[src/rtl/mem_port_arbiter_pkg.sv]
// mem_port_arbiter_pkg: shared types and constants for the unified line-memory port arbiter.
// Contents: word/line sizes, latency counter width, FSM state encoding, owner encoding.
package mem_port_arbiter_pkg;

  localparam int unsigned WORD_SIZE  = 16;  // address width
  localparam int unsigned FETCH_SIZE = 64;  // line width (4 words)
  localparam int unsigned CNT_W      = 4;   // holds MEM_LATENCY-1 for latencies up to 15

  typedef enum logic [1:0] {
    ARB_IDLE   = 2'd0,
    ARB_ACCESS = 2'd1,
    ARB_RESP   = 2'd2
  } arbState_t;

  localparam logic OWN_I = 1'b0;
  localparam logic OWN_D = 1'b1;

endpackage

[src/rtl/mem_latency_timer.sv]
// mem_latency_timer: down-counter that times a fixed-latency memory access.
// Ports:
//   clk, reset_n  clock and asynchronous active-low reset
//   load          load LATENCY-1 (start of an access)
//   dec           decrement by one while the access is running
//   zero          high when the count has reached 0 (last access cycle)
module mem_latency_timer
  import mem_port_arbiter_pkg::*;
#(
  parameter int unsigned LATENCY = 4
) (
  input  logic clk,
  input  logic reset_n,
  input  logic load,
  input  logic dec,
  output logic zero
);

  localparam logic [CNT_W-1:0] LoadVal = CNT_W'(LATENCY - 1);

  logic [CNT_W-1:0] cnt;

  always_ff @(posedge clk or negedge reset_n) begin
    if (!reset_n) begin
      cnt <= '0;
    end else if (load) begin
      cnt <= LoadVal;
    end else if (dec && (cnt != '0)) begin
      cnt <= cnt - CNT_W'(1);
    end
  end

  assign zero = (cnt == '0);

endmodule

[src/rtl/mem_port_arbiter.sv]
// mem_port_arbiter: shares one line-wide memory port between the I-cache miss path
// (reads) and the D-cache miss/write-back path (reads and writes).
// Ports:
//   clk, reset_n                 clock, asynchronous active-low reset
//   i_req/i_addr/i_rdata/i_done  I-cache line-read handshake
//   d_req/d_we/d_addr/d_wdata/d_rdata/d_done  D-cache line read/write handshake
//   mem_read/mem_write/mem_addr/mem_wdata/mem_rdata  memory port
//   busy                         high whenever not IDLE
// Build option: define MEM_ARB_RR_EN for round-robin tie-break (default: D beats I).
module mem_port_arbiter
  import mem_port_arbiter_pkg::*;
#(
  parameter int unsigned ADDR_W      = WORD_SIZE,
  parameter int unsigned LINE_W      = FETCH_SIZE,
  parameter int unsigned MEM_LATENCY = 4
) (
  input  logic              clk,
  input  logic              reset_n,
  input  logic              i_req,
  input  logic [ADDR_W-1:0] i_addr,
  output logic [LINE_W-1:0] i_rdata,
  output logic              i_done,
  input  logic              d_req,
  input  logic              d_we,
  input  logic [ADDR_W-1:0] d_addr,
  input  logic [LINE_W-1:0] d_wdata,
  output logic [LINE_W-1:0] d_rdata,
  output logic              d_done,
  output logic              mem_read,
  output logic              mem_write,
  output logic [ADDR_W-1:0] mem_addr,
  output logic [LINE_W-1:0] mem_wdata,
  input  logic [LINE_W-1:0] mem_rdata,
  output logic              busy
);

  localparam logic [ADDR_W-1:0] AddrMask = ~ADDR_W'(3);

  arbState_t         state;
  logic              ownerL;
  logic              weL;
  logic [ADDR_W-1:0] addrL;
  logic [LINE_W-1:0] wdataL;

  logic anyReq;
  logic grantOwner;
  logic grantStart;
  logic cntZero;

  assign anyReq     = i_req | d_req;
  assign grantStart = (state == ARB_IDLE) && anyReq;

`ifdef MEM_ARB_RR_EN
  // Side granted most recently; loses the next simultaneous tie.
  logic lastOwner;

  always_ff @(posedge clk or negedge reset_n) begin
    if (!reset_n) begin
      lastOwner <= OWN_I;
    end else if (grantStart) begin
      lastOwner <= grantOwner;
    end
  end

  always_comb begin
    grantOwner = d_req ? OWN_D : OWN_I;
    if (i_req && d_req) begin
      grantOwner = ~lastOwner;
    end
  end
`else
  // D stalls the pipeline later, so it always wins a tie.
  always_comb begin
    grantOwner = d_req ? OWN_D : OWN_I;
  end
`endif

  mem_latency_timer #(
    .LATENCY (MEM_LATENCY)
  ) u_timer (
    .clk     (clk),
    .reset_n (reset_n),
    .load    (grantStart),
    .dec     (state == ARB_ACCESS),
    .zero    (cntZero)
  );

  always_ff @(posedge clk or negedge reset_n) begin
    if (!reset_n) begin
      state     <= ARB_IDLE;
      ownerL    <= OWN_I;
      weL       <= 1'b0;
      addrL     <= '0;
      wdataL    <= '0;
      mem_read  <= 1'b0;
      mem_write <= 1'b0;
      i_done    <= 1'b0;
      d_done    <= 1'b0;
      busy      <= 1'b0;
      i_rdata   <= '0;
      d_rdata   <= '0;
    end else begin
      i_done <= 1'b0;
      d_done <= 1'b0;
      unique case (state)
        ARB_IDLE: begin
          if (anyReq) begin
            ownerL <= grantOwner;
            busy   <= 1'b1;
            state  <= ARB_ACCESS;
            if (grantOwner == OWN_D) begin
              addrL     <= d_addr & AddrMask;
              weL       <= d_we;
              wdataL    <= d_wdata;
              mem_read  <= ~d_we;
              mem_write <= d_we;
            end else begin
              addrL     <= i_addr & AddrMask;
              weL       <= 1'b0;
              wdataL    <= '0;
              mem_read  <= 1'b1;
              mem_write <= 1'b0;
            end
          end
        end
        ARB_ACCESS: begin
          if (cntZero) begin
            mem_read  <= 1'b0;
            mem_write <= 1'b0;
            state     <= ARB_RESP;
            if (ownerL == OWN_D) begin
              d_done <= 1'b1;
              if (!weL) begin
                d_rdata <= mem_rdata;
              end
            end else begin
              i_done  <= 1'b1;
              i_rdata <= mem_rdata;
            end
          end
        end
        ARB_RESP: begin
          busy  <= 1'b0;
          state <= ARB_IDLE;
        end
        default: begin
          state <= ARB_IDLE;
        end
      endcase
    end
  end

  assign mem_addr  = addrL;
  assign mem_wdata = mem_write ? wdataL : '0;

endmodule

[config.mk]
export PLATFORM = sky130hd
export DESIGN_NAME = mem_port_arbiter
export DESIGN_NICKNAME = d
export VERILOG_FILES = /design/src/rtl/mem_port_arbiter_pkg.sv /design/src/rtl/mem_latency_timer.sv /design/src/rtl/mem_port_arbiter.sv
export SDC_FILE = /design/constraint.sdc
export NUM_CORES = 1
export LEC_CHECK = 0
export ABC_AREA = 0
export CORE_ASPECT_RATIO = 0.8
export CORE_MARGIN = 2
export CORE_UTILIZATION = 25
export CTS_CLUSTER_DIAMETER = 60
export DETAILED_ROUTE_END_ITERATION = 12
export SYNTH_ARGS = -nofsm -noshare
export SYNTH_HDL_FRONTEND = slang
export SYNTH_SLANG_ARGS = --single-unit
[constraint.sdc]
create_clock -name clk -period 5.4 [get_ports clk]
set_clock_uncertainty 0.15 [all_clocks]
set_input_delay 0.54 -clock clk [delete_from_list [all_inputs] [get_ports clk]]
set_output_delay 0.54 -clock clk [all_outputs]
set_load 0.005 [all_outputs]
==> flow_summary.yaml, run 1 <==
hold_path:
  hp-start: "d_req"
  whs_path_depth: 3
  hold_path_end: "wdataL[47]"
  hold_class: "in2reg"
timing:
  finalCriticalPeriod_ns: 3.494
  fmax_ghz: 0.2862
  relSlewSlack: 0.2149
  tightest_slew_ns: 1.178
  setup_viol: 0
  setup_tns_ns: 0
  fin_crit_sh: 0.6470
  slew_viol_final: 0
  layout_setup_ws_ns: 1.906
  hold_violations: 0
  rsz0062_at_grt: "false"
critical_path:
  arrival_ns: 2.80
  cp.required_ns: 4.71
  ff2ff_setup_slack_ns: 2.37
  end_kind: "output port"
  r2r-end: "ownerL"
  worstSetupPathType: "reg2out"
  path_max_fanout: 44
  r2r-start: "state[1]"
  reg2regPathDepth: 4
  startpoint_type: "register"
place:
  globalplace.congestion: 0.7504
  dp.final_hpwl_microns: 18880
  placed_area_sq_um: 13430
  pre_cts_ws_ns: 2.331
  portBuffers: 371
  place_inst: 1558
cts:
  clkTransAtPathRegs_ns: 0.06
  cts.sinks: 219
  postCtsSetupBuffers: 0
  h-tree-depth: 1
  cts_buffer_depth: 3
  clock_latency_ns: 0.54
  cts_buffers: 26
  root_buffer: "clkbuf_16"
  cts_tree: "yes"
run_status:
  status: "finished, final reports clean"
logic_synthesis:
  synth_flop_cell: "dfrtp_1"
  ys_async_sr_fraction: 1.000
  synth_seq_cells: 219
  syn_area_per_cell_sq_um: 12.49
  syn_area_sq_um: 9345
  syn_inst: 748
  synth-edff-count: 0
  synth_cell_types: 32
  yosysWarnings: 0
  yosysSeqAreaShare: 0.5864
power:
  p_leak_nw: 6.216
  power_per_cell_area_nw_per_um2: 539.8
  peakVddDrop_mv: 0.2397
  p_total_w: 0.007755
global_routing:
  grt_overflow: 0
  grt_pass1_wl_microns: 42060
  grt_pass1_vias: 7176
  busiest_layer: "met2"
  gr-usage-met1: 0.1767
  grt_use_met3: 0.03333
  grt_antenna_before_repair: 3
  grt_max_degree: 95
  grtUsageTotal: 0.1378
  use_met2: 0.2300
floorplan:
  row_count: 63
  core_area_sq_um: 36970
  ios: 378
  die_h_microns: 176.9
  die_x_microns: 220.2
  die_area_sq_um: 38950
  initial_core_util: 0.2528
layout:
  final_cells: 1609
  design_area_sq_um: 14370
  nFillCells: 3613
  syn_to_final_growth_pct: 53.73
  nNetsFinal: 1267
  layout-drive-gt1-share: 0.1741
route:
  drtAntennaViolNets: 0
  viasPerCell: 4.357
  dr.first_iter.drc_count: 442
  postRouteWirelength_microns: 27990
  vias: 7011
  wl_per_cell_microns: 17.40
  first_pass_iters: 4
  post-route-drc-count: 0
flow_run:
  maxCapViolCount: 0
[final cells by class]
cell class,count,area (sq um),area share
clock inverters,9,118.9,0.008274
inverters,6,22.52,0.001568
repair buffers,383,3809,0.2651
flip-flops and latches,219,5482,0.3816
diodes,2,5.005,0.0003484
clock buffers,39,800.8,0.05574
multi-input cells,464,3520,0.2450
well taps,487,609.3,0.04241
[layout by cell type, fill, tap and decap left out, drive strengths merged]
| cell | instances |
|---|---|
| dlygate4sd3 | 1 |
| a21oi | 3 |
| nand3 | 3 |
| nor3b | 1 |
| a31o | 2 |
| clkinv | 4 |
| and3 | 2 |
| conb | 2 |
| dfrtp | 219 |
| o21bai | 1 |
| clkbuf | 39 |
| nand2 | 67 |
| bufinv | 2 |
| or3b | 1 |
| nor3 | 2 |
| inv | 8 |
| nor2 | 2 |
| nand4 | 2 |
| o21ai | 160 |
| clkinvlp | 1 |
| ha | 2 |
| mux2 | 129 |
| clkdlybuf4s50 | 369 |
| buf | 13 |
| mux2i | 16 |
| or2 | 1 |
| a21o | 1 |
| nor2b | 3 |
| and2 | 64 |
| diode | 2 |
[repair_timing]
action	CTS	global route
gates resized for setup	0	0
hold buffers	1	0
hold endpoints to repair	91	0
[metrics by stage]
| step | util | hold WS, ns |
|---|---|---|
| after floorplan | - | 0.09441 |
| after global placement | 0.3633 | 0.3206 |
| after detailed placement | 0.3633 | 0.3216 |
| after CTS | 0.3885 | 0.2764 |
| after global routing | 0.3886 | 0.3004 |
| final | 0.3886 | 0.2960 |
[critical path, cell delays in order (launching register included)]
cell             delay (ns)
dfrtp_1                1.11
buf_4                  0.40
and2_1                 0.17
clkdlybuf4s50_1        0.56
[per-layer routing]
metal / wire (microns) / vias up
li1: - / 3257
met1: 11890 / 3503
met2: 13610 / 209
met3: 1719 / 42
met4: 773 / 0
met5: 0 / -
[state kept, by name (all words and copies together), names as in the netlist]
register / cells
mem_read: 1
state: 2
weL: 1
wdataL: 64
busy: 1
d_rdata: 64
i_rdata: 64
mem_addr: 14
i_done: 1
d_done: 1
ownerL: 1
mem_write: 1
u_timer.cnt: 4
[how the worst max path moves through the flow]
stage / from / endpoint / slack, ns / cells past startpoint
after detailed placement: state[1] / ownerL / 2.33 / 4
after floorplan: d_req / ownerL / 3.65 / 5
after global placement: state[1] / ownerL / 2.30 / 4
after global routing: mem_write / mem_wdata[27] / 1.65 / 3
final: mem_write / mem_wdata[24] / 1.91 / 3
after CTS: mem_write / mem_wdata[24] / 1.79 / 3
[cells in the mapped netlist (2+ instances only)]
cell type / instances / area, sq um
nand2_1: 67 / 251.5
dfrtp_1: 219 / 5480
and2_1: 64 / 400.4
a21oi_1: 3 / 15.01
inv_1: 6 / 22.52
o21ai_0: 158 / 790.8
buf_6: 13 / 146.4
clkbuf_1: 34 / 127.6
nor3_1: 2 / 10.01
nand3_1: 3 / 15.01
ha_1: 2 / 25.02
mux2_4: 61 / 915.9
mux2i_1: 16 / 160.2
and3_1: 2 / 12.51
buf_4: 2 / 15.01
a31o_2: 2 / 17.52
o21ai_1: 2 / 10.01
buf_2: 10 / 50.05
mux2_2: 68 / 765.7
nor2b_1: 2 / 12.51
[kinds of logic (layout without fill, tap and decap cells)]
kind of cell               count (synthesis)  after routing  synth area share
DFF                                      219            219            0.5864
other                                      1              4         0.0004013
and+or+nand+nor                          148            148           0.08314
buffers and inverters                     66            437           0.03909
muxes                                    145            145            0.1971
AOI/OAI and AO/OA                        167            167           0.09118
adders and majority gates                  2              2          0.002677
[power by group]
group | total, W | leakage (nW) | switching [W] | internal (W)
combinational | 0.00302 | 3.11 | 0.00108 | 0.00194
clock | 0.00185 | 0.453 | 0.000723 | 0.00113
sequential | 0.00289 | 2.66 | 0.000441 | 0.00245
total | 0.00776 | 6.22 | 0.00224 | 0.00552
Note: power is estimated with default switching activity, not from simulation.
==> inputs of run 2 (changes only) <==
==> constraint.sdc (replaced) <==
create_clock -name clk -period 2.8 [get_ports clk]
set_clock_uncertainty 0.15 [all_clocks]
set_input_delay 0.28 -clock clk [delete_from_list [all_inputs] [get_ports clk]]
set_output_delay 0.28 -clock clk [all_outputs]
set_load 0.005 [all_outputs]
==> run 2 against run 1 <==
Wire length shrank 0.38%. Via count shrank 0.74%. Design area is 0.34% higher. Register-to-register slack lost 1.9 ns. Total power grew 91%. Sequential share of layout area fell by 0.13 points. Die area is the same. Worst hold slack worse by 0.19 ns. Critical path type unchanged. Critical endpoint is now mem_wdata[18]. Highest routed layer unchanged.
==> flow_summary.yaml, run 2 (synthesized netlist as in run 1, its figures left out) <==
floorplan:
  die_x_microns: 220.2
  ios: 378
  initial_core_util: 0.2528
  die_h_microns: 176.9
  die_area_sq_um: 38950
  core_area_sq_um: 36970
  row_count: 63
route:
  post-route-drc-count: 0
  vias: 6959
  postRouteWirelength_microns: 27880
  wl_per_cell_microns: 17.25
  dr.first_iter.drc_count: 355
  drtAntennaViolNets: 0
  viasPerCell: 4.306
  first_pass_iters: 6
layout:
  layout-drive-gt1-share: 0.1757
  final_cells: 1616
  syn_to_final_growth_pct: 54.25
  layout_commonest_cell: "clkdlybuf4s50_1"
  register_area_sq_um: 5482
  nNetsFinal: 1276
  layout_common_cells: "clkdlybuf4s50_1, dfrtp_1, o21ai_0"
  nFillCells: 3627
  design_area_sq_um: 14420
  top_regs: "d_rdata x64, i_rdata x64, wdataL x64"
  multi_input_comb_area_sq_um: 3520
global_routing:
  grt_antenna_before_repair: 1
  grt_overflow: 0
  grtUsageTotal: 0.1373
  gr-usage-met1: 0.1765
  grt_max_degree: 85
  grt_pass1_vias: 7212
  busiest_layer: "met2"
  grt_use_met3: 0.03282
  grt_pass1_wl_microns: 42150
  use_met2: 0.2293
place:
  globalplace.congestion: 0.7536
  dp.final_hpwl_microns: 19350
  place_inst: 1566
  placed_area_sq_um: 13540
  portBuffers: 371
power:
  power_per_cell_area_nw_per_um2: 1028
  p_leak_nw: 6.237
  peakVddDrop_mv: 0.4134
cts:
  cts_tree: "yes"
  cts_buffer_depth: 3
  cts-resized-gates: 0
  root_buffer: "clkbuf_16"
  clkTransAtPathRegs_ns: 0.07
  h-tree-depth: 1
  cts_buffers: 26
  clock_latency_ns: 0.53
  cts.sinks: 219
critical_path:
  arrival_ns: 2.13
  worstSetupPathType: "reg2out"
  startpoint_type: "register"
  path_max_fanout: 44
  cp.required_ns: 2.37
  end_kind: "output port"
hold_path:
  hold_class: "in2async"
timing:
  hold_violations: 0
  rsz0062_at_grt: "false"
  fin_crit_sh: 0.9136
  finalCriticalPeriod_ns: 2.558
  setup_viol: 0
  setup_tns_ns: 0
  slew_viol_final: 0
  fmax_ghz: 0.3909
  tightest_slew_ns: 0.8383
  relSlewSlack: 0.4412
flow_run:
  maxCapViolCount: 0
run_status:
  status: "finished, final reports clean"
==> run 2: changes by cell type in the layout (fill, tap and decap cells not counted), sizes merged <==
cell | before | now
bufinv | 2 | 1
dlygate4sd3 | 1 | 2
clkinv | 4 | 2
buf | 13 | 21
clkinvlp | 1 | 2
==> run 2: final timing paths <==
path	slack [ns]	from	depth (start not counted)	to
min	0.11	reset_n	2	i_rdata[54]
max	0.24	mem_write	3	mem_wdata[18]
max reg2reg	0.49	u_timer.cnt[0]	5	i_rdata[10]
max in group asynchronous	1.47	reset_n	3	mem_addr[9]
min reg2reg	0.35	weL	1	weL
min in group clk	0.15	d_wdata[18]	3	wdataL[18]
==> run 2: area by class of cell <==
cell class                 count  area share
antenna                        2   0.0003472
clock buffer                  39     0.05347
clock inverter                 7    0.005381
inverter                       6    0.001562
multi-input combinational    464      0.2442
sequential                   219      0.3803
tap                          487     0.04227
timing repair buffer         392      0.2725
==> run 2: report_power, final <==
| group | internal (W) | leakage (nW) | switching, W |
|---|---|---|---|
| registers | 0.00473 | 2.66 | 0.000818 |
| clock network | 0.00200 | 0.411 | 0.00136 |
| logic | 0.00380 | 3.17 | 0.00213 |
==> run 2: repair_timing <==
action | in CTS | in global routing
hold endpoints to repair | 77 | 0
hold buffers | 2 | 0
setup buffers | 0 | 0
==> run 2: routing by layer <==
layer | share of wire | vias to the layer above
met3 | 0.061 | 33
met2 | 0.49 | 206
met5 | 0 | -
met1 | 0.43 | 3444
met4 | 0.024 | 0
li1 | - | 3276
==> run 2: metrics by stage <==
step / power (W) / setup slack (ns) / hold slack, ns / utilization
floorplan: 0.007951 / 1.098 / -0.1656 / -
global placement: 0.01147 / 0.4570 / 0.1185 / 0.3663
detailed placement: 0.01159 / 0.4244 / 0.1195 / 0.3663
CTS: 0.01508 / 0.1735 / 0.1116 / 0.3898
global route: 0.01580 / 0.08103 / 0.1388 / 0.3899
finish: 0.01482 / 0.2420 / 0.1098 / 0.3899
==> run 2: critical path, stage by stage, from the launching register on <==
cell,delay (ns)
dfrtp_1,0.63
buf_12,0.26
and2_1,0.16
clkdlybuf4s50_1,0.52
==> inputs of run 3 (changes only) <==
--- a/config.mk
+++ b/config.mk
@@ -11,6 +11,8 @@
 export CORE_UTILIZATION = 25
 export CTS_CLUSTER_DIAMETER = 60
 export DETAILED_ROUTE_END_ITERATION = 12
+export RECOVER_POWER = 50
+export SKIP_LAST_GASP = 1
 export SYNTH_ARGS = -nofsm -noshare
 export SYNTH_HDL_FRONTEND = slang
 export SYNTH_SLANG_ARGS = --single-unit
==> run 3 against run 2 <==
The flow now finishes with violations (max-capacitance violations, max-slew violations). Critical path depth unchanged. Sequential power decreased by 0.7%. Worst hold slack improved by 0.041 ns. Clock power about the same. Register-to-register slack got worse by 0.06 ns. Combinational power decreased by 4.7%. Largest cell class unchanged. Global-route usage unchanged. Fmax increased by 0.42%.
==> flow_summary.yaml, run 3 (synthesized netlist as in run 1, its figures left out) <==
cts:
  root_buffer: "clkbuf_16"
  clkTransAtPathRegs_ns: 0.06
  cts_buffers: 26
  cts_tree: "yes"
  postCtsSetupBuffers: 0
  h-tree-depth: 1
  cts.sinks: 219
  clock_latency_ns: 0.53
  cts_buffer_depth: 3
critical_path:
  worstSetupPathType: "reg2out"
  path_delay_family: "buffers and inverters"
  crit_slowest_cell: "dfrtp_1"
  cpPeakStageDelay_ns: 0.63
  cp_cell_sequence: "buf_12 > and2_1 > clkdlybuf4s50_1"
  arrival_ns: 2.12
  cp.required_ns: 2.37
  end_kind: "output port"
  startpoint_type: "register"
  crit_buf_inv: 2
  path_max_fanout: 44
flow_run:
  maxCapViolCount: 1
timing:
  finalCriticalPeriod_ns: 2.547
  slew_viol_final: 66
  rsz0062_at_grt: "false"
  fin_crit_sh: 0.9097
  hold_violations: 0
  setup_tns_ns: 0
  setup_viol: 0
  hold_ws_ns: 0.1507
  tightest_slew_ns: 1.828
  relSlewSlack: -0.2189
  fmax_ghz: 0.3926
  layout_setup_ws_ns: 0.2527
layout:
  nNetsFinal: 1276
  syn_to_final_growth_pct: 54.02
  nFillCells: 3631
  layout-drive-gt1-share: 0.1739
  top_regs: "d_rdata x64, i_rdata x64, wdataL x64"
  layout_common_cells: "clkdlybuf4s50_1, dfrtp_1, o21ai_0"
  layout_commonest_cell: "clkdlybuf4s50_1"
global_routing:
  grt_max_degree: 85
  grt_overflow: 0
  grt_antenna_before_repair: 1
  grtUsageTotal: 0.1373
  grt_pass1_vias: 7212
  grt_pass1_wl_microns: 42150
floorplan:
  ios: 378
  core_area_sq_um: 36970
  initial_core_util: 0.2528
  die_x_microns: 220.2
  row_count: 63
  die_h_microns: 176.9
  die_area_sq_um: 38950
route:
  first_pass_iters: 4
  drtAntennaViolNets: 0
  postRouteWirelength_microns: 27860
  post-route-drc-count: 0
  viasPerCell: 4.317
  wl_per_cell_microns: 17.25
  vias: 6972
  dr.first_iter.drc_count: 394
power:
  p_total_w: 0.01450
  p_leak_nw: 6.268
  peakVddDrop_mv: 0.4076
  power_per_cell_area_nw_per_um2: 1007
place:
  globalplace.congestion: 0.7536
  dp.final_hpwl_microns: 19350
  pre_cts_ws_ns: 0.4244
  portBuffers: 371
run_status:
  status: "finished, violations left"
  violations: "max-capacitance violations, max-slew violations"
hold_path:
  hold_class: "in2reg"
-- run 3: cell count changes in the layout (fill, tap and decap cells not counted), moves of 2 or more --
cell / change
dlygate4sd3_1: +99
clkbuf_2: +2
buf_4: -3
clkdlybuf4s50_1: -99
-- run 3: timing repair --
item	4_1_cts	5_1_grt
endpoints found under the hold margin	77	0
resized for setup	0	0
endpoints found under the setup margin	0	0
hold buffers	2	0
-- run 3: report_power, final --
part	internal (W)	total (W)	leakage (nW)	switching, W
clock	0.00200	0.00335	0.411	0.00135
combinational	0.00352	0.00564	3.20	0.00212
sequential	0.00473	0.00551	2.66	0.000781
total	0.0102	0.0145	6.27	0.00426
-- run 3: through the flow --
step / area, sq um / cells / utilization
3_3_place_gp: 13540 / 1566 / 0.3663
4_1_cts: 14410 / 1614 / 0.3898
3_5_place_dp: 13540 / 1566 / 0.3663
6_report: 14390 / 1615 / 0.3893
2_1_floorplan: 9349 / 749 / -
5_1_grt: 14390 / 1615 / 0.3893
-- run 3: layout make-up --
cell class              instances  area [sq um]  share of cell area
repair buffers                392          3913              0.2718
clock buffers                  39         770.7             0.05355
flip-flops and latches        219          5482              0.3808
well taps                     487         609.3             0.04233
inverters                       6         22.52            0.001565
clock inverters                 7         77.57            0.005389
multi-input cells             464          3517              0.2443
diodes                          1         2.502           0.0001739
-- run 3: per-layer routing --
metal / part of all wire / global-route usage / vias up
met1: 0.43 / 0.1765 / 3460
met4: 0.025 / 0.03999 / 0
met5: 0 / 0 / -
li1: - / - / 3279
met2: 0.49 / 0.2293 / 199
met3: 0.058 / 0.03282 / 34
-- run 3: path summary, 6_finish.rpt --
kind	startpoint	endpoint	slack, ns	cells past startpoint
max	mem_write	mem_wdata[18]	0.25	3
min	d_wdata[18]	wdataL[18]	0.15	3
max reg2reg	state[0]	i_rdata[9]	0.43	4
min reg2reg	weL	weL	0.35	1
max in group asynchronous	reset_n	i_rdata[53]	0.53	3
min in group asynchronous	reset_n	i_rdata[54]	0.59	2
-- run 3: worst register-to-register path: stages (launching register included) --
cell and delay, ns:
dfrtp_1 0.37, nor2b_1 0.42, nand4_4 0.52, buf_4 0.46, mux2_4 0.32
